**config.mk**
```make
export PLATFORM = sky130hd
export DESIGN_NAME = uart_mem_loader
export DESIGN_NICKNAME = d
export VERILOG_FILES = /design/src/rtl/loader_pkg.sv /design/src/rtl/uart_rx_core.sv /design/src/rtl/uart_mem_loader.sv
export SDC_FILE = /design/constraint.sdc
export NUM_CORES = 1
export LEC_CHECK = 0
export BUFFER_PORTS_ARGS = -buffer_cell sky130_fd_sc_hd__buf_2
export CAP_MARGIN = 20
export CORE_MARGIN = 2
export CORE_UTILIZATION = 32
export CTS_CLUSTER_DIAMETER = 60
export CTS_CLUSTER_SIZE = 40
export DETAILED_ROUTE_END_ITERATION = 6
export GPL_ROUTABILITY_DRIVEN = 0
export GPL_TIMING_DRIVEN = 0
export SLEW_MARGIN = 20
export SYNTH_ARGS = -nofsm -noshare
export SYNTH_HDL_FRONTEND = slang
export SYNTH_SLANG_ARGS = --single-unit
```
**constraint.sdc**
```tcl
create_clock -name sys_clk -period 4.55 [get_ports sys_clk]
set_input_delay 0.455 -clock sys_clk [delete_from_list [all_inputs] [get_ports sys_clk]]
set_output_delay 0.455 -clock sys_clk [all_outputs]
set_load 0.05 [all_outputs]
```
**src/rtl/loader_pkg.sv**
```systemverilog
// Shared types and helpers for the UART memory loader.
package loader_pkg;

    // States of the serial bit receiver
    typedef enum logic [2:0] {
        RX_IDLE,
        RX_START,
        RX_DATA,
        RX_PARITY,
        RX_STOP
    } rx_state_t;

    // Word-level loader states: still accepting words, or end marker seen
    typedef enum logic {
        LD_LOADING,
        LD_DONE
    } loader_state_t;

    // Number of system clocks spanned by one serial bit
    function automatic int clks_per_bit(input int clk_freq_hz, input int baud);
        return clk_freq_hz / baud;
    endfunction

    // End-of-load marker: a word of all ones, returned in the low 8*word_bytes bits
    function automatic logic [63:0] end_marker(input int word_bytes);
        logic [63:0] m;
        m = '0;
        for (int i = 0; i < 64; i++) begin
            if (i < 8 * word_bytes) begin
                m[i] = 1'b1;
            end
        end
        return m;
    endfunction

endpackage

```
**src/rtl/uart_rx_core.sv**
```systemverilog
// UART byte receiver: line synchronizer, baud counter and bit-level FSM.
// Emits a one-cycle byte_valid with the received byte and an error flag
// for a low stop bit or (when enabled) an even-parity mismatch.
module uart_rx_core
    import loader_pkg::*;
#(
    parameter int CLKS_PER_BIT = 868,
    parameter bit PARITY_EN    = 1'b0
) (
    input  logic       sys_clk,
    input  logic       rst,
    input  logic       rx_serial,
    output logic       byte_valid,
    output logic [7:0] byte_data,
    output logic       byte_err,
    output logic       busy
);

    localparam int CW = $clog2(CLKS_PER_BIT + 1);
    localparam logic [CW-1:0] BIT_LAST  = CW'(CLKS_PER_BIT - 1);
    localparam logic [CW-1:0] HALF_LAST = CW'(CLKS_PER_BIT / 2 - 1);

    logic      rx_meta;
    logic      rx_sync;
    logic      rx_prev;
    rx_state_t state;
    logic [CW-1:0] cnt;
    logic [2:0]    bit_idx;
    logic [7:0]    shift;
    logic          par_bad;

    assign busy = (state != RX_IDLE);

    // Two-flop synchronizer plus one delayed copy for falling-edge detection; all idle high
    always_ff @(posedge sys_clk or posedge rst) begin
        if (rst) begin
            rx_meta <= 1'b1;
            rx_sync <= 1'b1;
            rx_prev <= 1'b1;
        end else begin
            rx_meta <= rx_serial;
            rx_sync <= rx_meta;
            rx_prev <= rx_sync;
        end
    end

    // Bit FSM: find start edge, confirm at half bit, then sample each bit mid-period
    always_ff @(posedge sys_clk or posedge rst) begin
        if (rst) begin
            state      <= RX_IDLE;
            cnt        <= '0;
            bit_idx    <= '0;
            shift      <= '0;
            par_bad    <= 1'b0;
            byte_valid <= 1'b0;
            byte_data  <= '0;
            byte_err   <= 1'b0;
        end else begin
            byte_valid <= 1'b0;
            unique case (state)
                RX_IDLE: begin
                    cnt <= '0;
                    if (rx_prev && !rx_sync) begin
                        state <= RX_START;
                    end
                end
                RX_START: begin
                    if (cnt == HALF_LAST) begin
                        cnt <= '0;
                        if (rx_sync) begin
                            state <= RX_IDLE;
                        end else begin
                            state   <= RX_DATA;
                            bit_idx <= '0;
                            par_bad <= 1'b0;
                        end
                    end else begin
                        cnt <= cnt + 1'b1;
                    end
                end
                RX_DATA: begin
                    if (cnt == BIT_LAST) begin
                        cnt     <= '0;
                        shift   <= {rx_sync, shift[7:1]};
                        bit_idx <= bit_idx + 1'b1;
                        if (bit_idx == 3'd7) begin
                            state <= PARITY_EN ? RX_PARITY : RX_STOP;
                        end
                    end else begin
                        cnt <= cnt + 1'b1;
                    end
                end
                RX_PARITY: begin
                    if (cnt == BIT_LAST) begin
                        cnt     <= '0;
                        par_bad <= (rx_sync != ^shift);
                        state   <= RX_STOP;
                    end else begin
                        cnt <= cnt + 1'b1;
                    end
                end
                RX_STOP: begin
                    if (cnt == BIT_LAST) begin
                        cnt        <= '0;
                        byte_valid <= 1'b1;
                        byte_data  <= shift;
                        byte_err   <= !rx_sync || par_bad;
                        state      <= RX_IDLE;
                    end else begin
                        cnt <= cnt + 1'b1;
                    end
                end
                default: state <= RX_IDLE;
            endcase
        end
    end

endmodule

```
**src/rtl/uart_mem_loader.sv**
```systemverilog
// Loads a memory image received over UART: bytes are packed little-endian
// into words, each complete word is written to consecutive addresses, and an
// all-ones word ends the load.
module uart_mem_loader
    import loader_pkg::*;
#(
    parameter int CLK_FREQ_HZ = 100_000_000,
    parameter int BAUD        = 115200,
    parameter int WORD_BYTES  = 4,
    parameter int ADDR_WIDTH  = 10,
    parameter bit PARITY_EN   = 1'b0
) (
    input  logic                      sys_clk,
    input  logic                      rst,
    input  logic                      rx_serial,
    input  logic                      restart,
    output logic                      mem_we,
    output logic [ADDR_WIDTH-1:0]     mem_addr,
    output logic [8*WORD_BYTES-1:0]   mem_wdata,
    output logic                      load_done,
    output logic                      frame_err,
    output logic                      overflow,
    output logic [ADDR_WIDTH:0]       word_count
);

    localparam int CLKS_PER_BIT = clks_per_bit(CLK_FREQ_HZ, BAUD);
    localparam int WORD_W       = 8 * WORD_BYTES;
    localparam int PW           = (WORD_BYTES > 1) ? $clog2(WORD_BYTES) : 1;
    localparam logic [WORD_W-1:0]   END_MARKER = WORD_W'(end_marker(WORD_BYTES));
    localparam logic [PW-1:0]       LAST_POS   = PW'(WORD_BYTES - 1);
    localparam logic [ADDR_WIDTH:0] FULL_COUNT = {1'b1, {ADDR_WIDTH{1'b0}}};
    localparam logic [ADDR_WIDTH:0] LAST_COUNT = {1'b0, {ADDR_WIDTH{1'b1}}};

    logic          byte_valid;
    logic [7:0]    byte_data;
    logic          byte_err;
    logic          rx_busy;

    loader_state_t ld_state;
    logic [PW-1:0]     byte_pos;
    logic [WORD_W-1:0] word_buf;
    logic [WORD_W-1:0] next_word;
    logic              write_is_marker;
    logic              discard;

    uart_rx_core #(
        .CLKS_PER_BIT (CLKS_PER_BIT),
        .PARITY_EN    (PARITY_EN)
    ) u_rx (
        .sys_clk    (sys_clk),
        .rst        (rst),
        .rx_serial  (rx_serial),
        .byte_valid (byte_valid),
        .byte_data  (byte_data),
        .byte_err   (byte_err),
        .busy       (rx_busy)
    );

    // Word being assembled with the incoming byte dropped into its lane
    always_comb begin
        next_word = word_buf;
        next_word[{byte_pos, 3'b000} +: 8] = byte_data;
    end

    // Word assembly, write strobe, address/count tracking and sticky status
    always_ff @(posedge sys_clk or posedge rst) begin
        if (rst) begin
            ld_state        <= LD_LOADING;
            byte_pos        <= '0;
            word_buf        <= '0;
            write_is_marker <= 1'b0;
            discard         <= 1'b0;
            mem_we          <= 1'b0;
            mem_addr        <= '0;
            mem_wdata       <= '0;
            load_done       <= 1'b0;
            frame_err       <= 1'b0;
            overflow        <= 1'b0;
            word_count      <= '0;
        end else begin
            mem_we <= 1'b0;

            // The cycle after a write advances the address; it parks on the
            // last location instead of wrapping once the space is full.
            if (mem_we) begin
                word_count <= word_count + 1'b1;
                if (word_count != LAST_COUNT) begin
                    mem_addr <= mem_addr + 1'b1;
                end
                if (write_is_marker) begin
                    load_done <= 1'b1;
                    ld_state  <= LD_DONE;
                end
            end

            if (restart) begin
                // A byte already in flight will still arrive; drop it when it does.
                ld_state   <= LD_LOADING;
                byte_pos   <= '0;
                mem_addr   <= '0;
                word_count <= '0;
                load_done  <= 1'b0;
                frame_err  <= 1'b0;
                overflow   <= 1'b0;
                discard    <= rx_busy;
            end else if (byte_valid) begin
                if (discard) begin
                    discard <= 1'b0;
                end else if (byte_err) begin
                    frame_err <= 1'b1;
                end else if (ld_state == LD_LOADING) begin
                    if (byte_pos == LAST_POS) begin
                        byte_pos <= '0;
                        if (word_count == FULL_COUNT) begin
                            overflow <= 1'b1;
                        end else begin
                            mem_we          <= 1'b1;
                            mem_wdata       <= next_word;
                            write_is_marker <= (next_word == END_MARKER);
                        end
                    end else begin
                        byte_pos <= byte_pos + 1'b1;
                        word_buf <= next_word;
                    end
                end
            end
        end
    end

endmodule

```
==> summary.md, run 1 <==
| Metric | Value |
|---|---|
| Post-synth ARST share | `100%` |
| DP HPWL | `10000 microns` |
| Post-route ant nets | `0` |
| Total wire length | `14600 microns` |
| Critical Path End Type | `flop` |
| Yosys reg bits | `131` |
| Starting DRT DRC Count | `320` |
| Maximum root-to-sink buffer count | `2` |
| Gr ovfl total | `0` |
| Vias/cell | `4.92` |
| Min-delay worst type | `input pin to async pin` |
| Post-synth EDFFs | `0` |
| Num rows | `50` |
| Final layout net count | `717` |
| Die extent in y | `143 microns` |
| Die area | `20500 sq um` |
| Drt drc | `0` |
| WP data arrival | `3.09 ns` |
| Final Hold Fails | `0` |
| Max Slew Vio Count | `0` |
| Vias in the first global route | `4729` |
| # H-tree levels | `4` |
| Design Power | `3.02 mW` |
| Setup_tns | `0 ns` |
| Drt pass-1 iters | `5` |
| Number of distinct library cells after synthesis | `58` |
| Worst Tran Pin Value | `0.584 ns` |
| Crit Path Category | `flop to flop` |
| PostCTS Resize Cnt | `0` |
| CP Launch Type | `flop` |
| Reg clk slew, reported paths | `0.06 ns` |
| Post-CTS Hold Fix Bufs | `0` |
| PD cells | `403 nW/um^2` |
| CTS tree | `built` |
| Num CTS Buffers | `17` |
| Worst-path fanout max | `10` |
| Synth Flop Type | `dfrtp_1` |
| Top cells by count, synth | `dfrtp_1, nand2_1, nor2_1` |
| Via count | `4795` |
| Drt wl/cell | `15.0 microns` |
| Most frequent cell after synthesis | `dfrtp_1` |
| Endpoints failing setup | `0` |
| Worst skew pair latency | `0.42 ns` |
| Initial antenna violation count | `0` |
| Root Buffer | `clkbuf_16` |
| Post-Synthesis Cells | `621` |
| Worst reg2reg startpoint | `byte_pos[0]$_DFFE_PP0P_` |
| Status | `complete, no violations` |
| Worst Skew | `0.00716 ns` |
| Req. time, crit path | `4.88 ns` |
| Core area | `18800 sq um` |
| Yosys top cell by area | `dfrtp_1` |
| Synthesized net count | `637` |
| Final Critical Period | `2.76 ns` |
| Origin of the worst setup path | `byte_pos[0]$_DFFE_PP0P_` |
| Reg2Reg Depth | `7` |
| Relative slew slack | `61.1%` |
| PortBufs | `60` |
| CTS sink count | `131` |
| Leakage | `3.42 nW` |
| Fmax | `363 MHz` |
| Die X | `143 microns` |
| Post-synth top area share | `51.7%` |
| Peak VDD IR | `0.242 mV` |
| Syn_area_per_cell | `9.98 sq um` |
| # IOs | `61` |
| Fin crit share | `60.6%` |
| Register area share after synthesis | `52.9%` |
| All-Layer GR Usage | `15.1%` |
| Inserted Diodes | `0` |
| RSZ-0062 raised after global routing | `false` |
| Ys Warns | `0` |
| First-pass GRT wire length | `24400 microns` |
| Largest net degree at the start of global routing | `68` |
| Top cells by area, synth | `dfrtp_1, o21ai_0, nand2_1` |
| Mapped Area | `6200 sq um` |
| Share of cells above drive strength 1 | `18.9%` |
| Post-CTS setup buffer count | `0` |
| Maxcap violations | `0` |
| Layout area overhead | `20.9%` |
| Initial core utilization | `32.9%` |
-- metal layers --
metal	GRT usage, %	routed length [microns]	up-vias
met2	23.8	6860	96
met3	3.92	624	23
met4	4.90	230	0
met5	0	0	-
li1	-	-	2332
met1	20.2	6870	2344
-- worst max-delay path: stages, from the launching register on --
cell and delay, ns:
dfrtp_1 0.54, inv_1 0.14, ha_1 0.41, nor2_1 0.44, a31oi_1 0.25, nor4_1 0.44
nand4_1 0.18, o31ai_2 0.26
-- cell families after synthesis --
| kind of cell | share of synthesized area [%] |
|---|---|
| AO/OA/AOI/OAI | 14.5 |
| XOR/XNOR | 3.96 |
| adder cells (fa/ha/maj) | 2.42 |
| buffers and inverters | 4.52 |
| flip-flops | 52.9 |
| multiplexers | 3.43 |
| AND/OR/NAND/NOR | 18.2 |
-- through the flow --
stage	worst slack, ns	cell area [sq um]	hold WS [ns]	std cells	utilization [%]
6_report	1.79	7500	0.0627	974	39.8
5_1_grt	1.62	7500	0.104	974	39.8
4_1_cts	1.80	7500	0.0903	974	39.8
3_5_place_dp	1.81	6860	0.348	942	36.4
3_3_place_gp	-1.15	6830	0.347	941	36.2
2_1_floorplan	0.602	6200	0.345	621	-
-- power breakdown --
group | internal, mW | leakage [nW] | switching [mW]
Combinational | 0.0935 | 1.43 | 0.203
Clock | 0.972 | 0.309 | 0.496
Sequential | 1.21 | 1.68 | 0.0416
-- path summary, 6_finish.rpt --
path / end / slack [ns]
max in group asynchronous: mem_wdata[18]$_DFFE_PP0P_ / 3.79
hold reg to reg: u_rx.rx_sync$_DFF_PP1_ / 0.36
hold / removal: u_rx.cnt[2]$_DFFE_PP0P_ / 0.06
setup / recovery: write_is_marker$_DFFE_PP0P_ / 1.79
setup reg to reg: write_is_marker$_DFFE_PP0P_ / 1.79
min in group sys_clk: u_rx.rx_meta$_DFF_PP1_ / 0.13
-- registers in the layout (all words and copies together), names as in the netlist, 2 cells and up --
signal / flops
u_rx.bit_idx: 3
mem_wdata: 32
word_buf: 32
u_rx.shift: 8
u_rx.state: 3
byte_pos: 2
u_rx.cnt: 10
word_count: 11
u_rx.byte_data: 8
mem_addr: 10
-- cells in the final DEF, fill, tap and decap left out, types with 7 or more instances in the layout --
cell type  count
dfrtp_1      128
buf_2         68
nand2_1       59
nor2_1        52
o21ai_0       50
a21oi_1       43
clkbuf_1      38
nor2b_1       26
inv_1         20
nand3_1       20
a31oi_1       20
mux2_2        17
clkbuf_16     17
xnor2_1       15
xor2_1        13
ha_1          12
nor4_1         8
and3_1         7
a22o_1         7
nor3_1         7
-- area by class of cell --
class / count / area (sq um)
tap: 260 / 325
multi-input combinational: 421 / 2640
clock inverter: 9 / 150
sequential: 131 / 3280
fill: 1833 / 11300
clock buffer: 23 / 488
inverter: 21 / 86.3
buffer: 48 / 201
timing repair buffer: 61 / 328
No activity file was read; power rests on OpenSTA's default activity.
==> run 2: changes to the inputs <==
--- a/config.mk
+++ b/config.mk
@@ -5,6 +5,7 @@
 export SDC_FILE = /design/constraint.sdc
 export NUM_CORES = 1
 export LEC_CHECK = 0
+export ABC_AREA = 1
 export BUFFER_PORTS_ARGS = -buffer_cell sky130_fd_sc_hd__buf_2
 export CAP_MARGIN = 20
 export CORE_MARGIN = 2
==> constraint.sdc (replaced) <==
create_clock -name sys_clk -period 2.2 [get_ports sys_clk]
set_input_delay 0.22 -clock sys_clk [delete_from_list [all_inputs] [get_ports sys_clk]]
set_output_delay 0.22 -clock sys_clk [all_outputs]
set_load 0.05 [all_outputs]
==> run 2 against run 1 <==
Effect of this change:
- worst hold slack gained 0.055 ns
- sequential share of layout area shrank 1.3 points
- register-to-register slack got worse by 1.6 ns
- critical path depth up 6
- power is 97% higher
- via count is 9.0% higher
- clock power is 98% higher
- die area grew 2.3%
- non-clock buffer count down 17
- maximum frequency rose by 35%
- final area up 3.0%
- clock skew increased by 0.00093 ns
- largest power group unchanged
- highest routed layer unchanged
==> summary.md, run 2 <==
| Metric | Value |
|---|---|
| DP Area | `7060 sq um (+2.8%)` |
| Hold_sp | `restart` |
| Vias in the first global route | `5103 (+7.9%)` |
| Top cells by count, synth | `nand2_1, dfrtp_1, inv_1` |
| Fin crit share | `92.9% (+32 points)` |
| R2R Setup Slk | `0.16 ns (-1.64 ns)` |
| Most frequent cells in the layout | `nand2_1, dfrtp_1, inv_1` |
| Final layout net count | `892 (+24%)` |
| Yosys reg bits | `131 (unchanged)` |
| Synth Flop Type | `dfrtp_1` |
| Largest net degree at the start of global routing | `33 (-51%)` |
| Fmax | `489 MHz (+35%)` |
| Die X | `145 microns (+1.1%)` |
| Worst Tran Pin Value | `0.537 ns (-0.0470 ns)` |
| Endpoints failing setup | `0 (unchanged)` |
| Peak VDD IR | `0.440 mV (+82%)` |
| Relative slew slack | `64.2% (+3.1 points)` |
| DP HPWL | `10800 microns (+7.5%)` |
| Final Non-Filler Cells | `1154 (+18%)` |
| Final Util | `39.7% (-0.13 points)` |
| Drt drc | `0 (unchanged)` |
| Mapped Area | `6340 sq um (+2.3%)` |
| Area of the multi-input gates | `2610 sq um (-1.2%)` |
| Placed Instances | `1120 (+19%)` |
| Die area | `21000 sq um (+2.3%)` |
| Syn_area_per_cell | `8.01 sq um (-20%)` |
| Worst-path fanout max | `10 (unchanged)` |
| Reg clk slew, reported paths | `0.06 ns (about the same)` |
| Maxcap violations | `0 (unchanged)` |
| CTS sink count | `131 (unchanged)` |
| Hold EP | `ld_state$_DFFE_PP0P_` |
| Share of cells above drive strength 1 | `17.4% (-1.5 points)` |
| Maximum root-to-sink buffer count | `2 (unchanged)` |
| Filler cells | `1994 (+8.8%)` |
| Core area | `19500 sq um (+3.4%)` |
| Final Critical Period | `2.04 ns (-0.714 ns)` |
| Post-synth ARST share | `100% (unchanged)` |
| Top cells by area, synth | `dfrtp_1, nand2_1, o21ai_1` |
| Register Area | `3280 sq um (unchanged)` |
| Critical Path End Type | `flop` |
| Worst skew pair latency | `0.42 ns (about the same)` |
| Final Hold Fails | `0 (unchanged)` |
| Min-delay worst type | `input pin to flop` |
| # H-tree levels | `4 (unchanged)` |
| Via count | `5228 (+9.0%)` |
| PD cells | `772 nW/um^2 (+92%)` |
| Leakage | `3.62 nW (+5.7%)` |
| CTS tree | `built` |
| Worst Skew | `0.00810 ns (+0.000932 ns)` |
| Post-synth EDFFs | `0 (unchanged)` |
| RR Endpoint | `write_is_marker$_DFFE_PP0P_` |
| WP data arrival | `2.40 ns (-0.69 ns)` |
| Die extent in y | `145 microns (+1.1%)` |
| Root Buffer | `clkbuf_16` |
| Layout area overhead | `21.8%` |
| Most common cell after layout, fill and taps aside | `nand2_1` |
| Crit Path Category | `flop to flop` |
| PortBufs | `59 (-1.7%)` |
| Vias/cell | `4.53 (-8.0%)` |
| Worst path most repeated cell | `nand2_1` |
| # IOs | `61 (unchanged)` |
| Final instance area | `7720 sq um (+3.0%)` |
| Post-synth top area share | `50.5% (-1.2 points)` |
| Initial core utilization | `32.6% (-0.32 points)` |
| Post-Synthesis Cells | `792 (+28%)` |
| Hold depth | `2` |
| Num rows | `51 (+2.0%)` |
| Most frequent cell after synthesis | `nand2_1` |
| Synthesized net count | `808 (+27%)` |
| Ys Warns | `0 (unchanged)` |
| CP Launch Type | `flop` |
| CP max-delay cell | `dfrtp_1` |
| CP peak stage delay | `0.41 ns (-0.13 ns)` |
| Status | `complete, no violations` |
| Largest regs | `mem_wdata: 32 flops, word_buf: 32 flops, word_count: 11 flops` |
| Setup_tns | `0 ns (unchanged)` |
| Inserted Diodes | `0 (unchanged)` |
| All-Layer GR Usage | `14.9% (-0.21 points)` |
| Post-route ant nets | `0 (unchanged)` |
| Req. time, crit path | `2.56 ns (-2.32 ns)` |
| Yosys top cell by area | `dfrtp_1` |
| Max Slew Vio Count | `0 (unchanged)` |
| Worst reg2reg startpoint | `byte_pos[0]$_DFFE_PP0P_` |
| Gr ovfl total | `0 (unchanged)` |
| Critical Path, Cell by Cell | `buf_6 > inv_2 > ha_4 > nand2_2 > nor2_4 > nand2_1 > nand2_1 > nand2_1 > nor2_2 > nand3_1 > nor2_1 > nand2_1 > nand2_1` |
| First-pass GRT wire length | `24600 microns (+0.76%)` |
| Initial antenna violation count | `0 (unchanged)` |
| Drt pass-1 iters | `5 (unchanged)` |
| Num CTS Buffers | `17 (unchanged)` |
| Starting DRT DRC Count | `362 (+13%)` |
| Register area share after synthesis | `51.7% (-1.2 points)` |
| Drt wl/cell | `12.8 microns (-15%)` |
| Total wire length | `14800 microns (+1.2%)` |
| Number of distinct library cells after synthesis | `36 (-38%)` |
| Reg2Reg Depth | `13 (+6)` |
==> run 2: changes by cell type in the layout (fill, tap and decap cells not counted), sizes merged, moves of 18 or more <==
cell    before  now
nand2       59  249
inv         21   87
clkbuf      59   33
nand3       20   52
a21oi       43   15
nor2b       26    0
mux2        18    0
o21ai       52   98
==> run 2: metrics by stage <==
step | setup slack (ns) | power, mW | hold WS (ns)
6_report | 0.156 | 5.96 | 0.118
5_1_grt | -0.00606 | 6.23 | 0.139
4_1_cts | 0.00864 | 6.04 | 0.0982
3_5_place_dp | -0.108 | 3.10 | 0.292
3_3_place_gp | -0.615 | 3.08 | 0.339
2_1_floorplan | 0.303 | 2.96 | 0.224
==> run 2: what timing repair did <==
| action | in CTS | in global routing |
|---|---|---|
| hold buffers | 2 | 0 |
| hold endpoints to repair | 20 | 0 |
| setup endpoints to repair | 1 | 1 |
| buffers inserted | 0 | 1 |
| gates resized for setup | 4 | 7 |
==> run 2: cells by family after synthesis <==
family	count (synthesis)	share of synthesized area, %
flip-flops	131	51.7
AO/OA/AOI/OAI	131	11.4
adder cells (fa/ha/maj)	12	2.37
AND/OR/NAND/NOR	388	25.6
buffers and inverters	121	7.75
XOR/XNOR	9	1.24
==> run 2: cell type report <==
cell class / instances / area share, %
timing repair buffer: 66 / 5.22
clock buffer: 23 / 6.19
tap: 265 / 4.29
multi-input combinational: 540 / 33.7
inverter: 94 / 4.62
buffer: 26 / 1.83
sequential: 131 / 42.5
clock inverter: 9 / 1.65
==> run 2: report_power, final <==
group	internal, mW	total, mW	switching (mW)
Clock	1.87	2.91	1.04
Combinational	0.154	0.512	0.358
Sequential	2.48	2.55	0.0654
==> run 2: critical path, delay by kind of cell, from the launching register on <==
kind | cells | cell delay (ns)
adders and majority gates | 1 | 0.32
buffers and inverters | 2 | 0.25
and+or+nand+nor | 10 | 0.99
DFF | 1 | 0.41
==> run 2: worst max-delay path by stage <==
| stage | end | cells past startpoint | slack [ns] | start |
|---|---|---|---|---|
| after CTS | write_is_marker$_DFFE_PP0P_ | 13 | 0.009 | byte_pos[0]$_DFFE_PP0P_ |
| after detailed placement | write_is_marker$_DFFE_PP0P_ | 11 | -0.11 | byte_pos[0]$_DFFE_PP0P_ |
| after floorplan | write_is_marker$_DFFE_PP0P_ | 12 | 0.30 | byte_pos[0]$_DFFE_PP0P_ |
| after global placement | mem_wdata[18]$_DFFE_PP0P_ | 2 | -0.61 | rst |
| final | write_is_marker$_DFFE_PP0P_ | 13 | 0.16 | byte_pos[0]$_DFFE_PP0P_ |
| after global routing | write_is_marker$_DFFE_PP0P_ | 13 | -0.006 | byte_pos[0]$_DFFE_PP0P_ |
==> run 2: metal layers <==
metal | up-vias | global-route usage (%) | part of all wire, %
met5 | - | 0 | 0
met2 | 90 | 23.6 | 47
li1 | 2701 | - | -
met3 | 22 | 3.59 | 4.1
met1 | 2415 | 19.7 | 47
met4 | 0 | 5.67 | 2.1
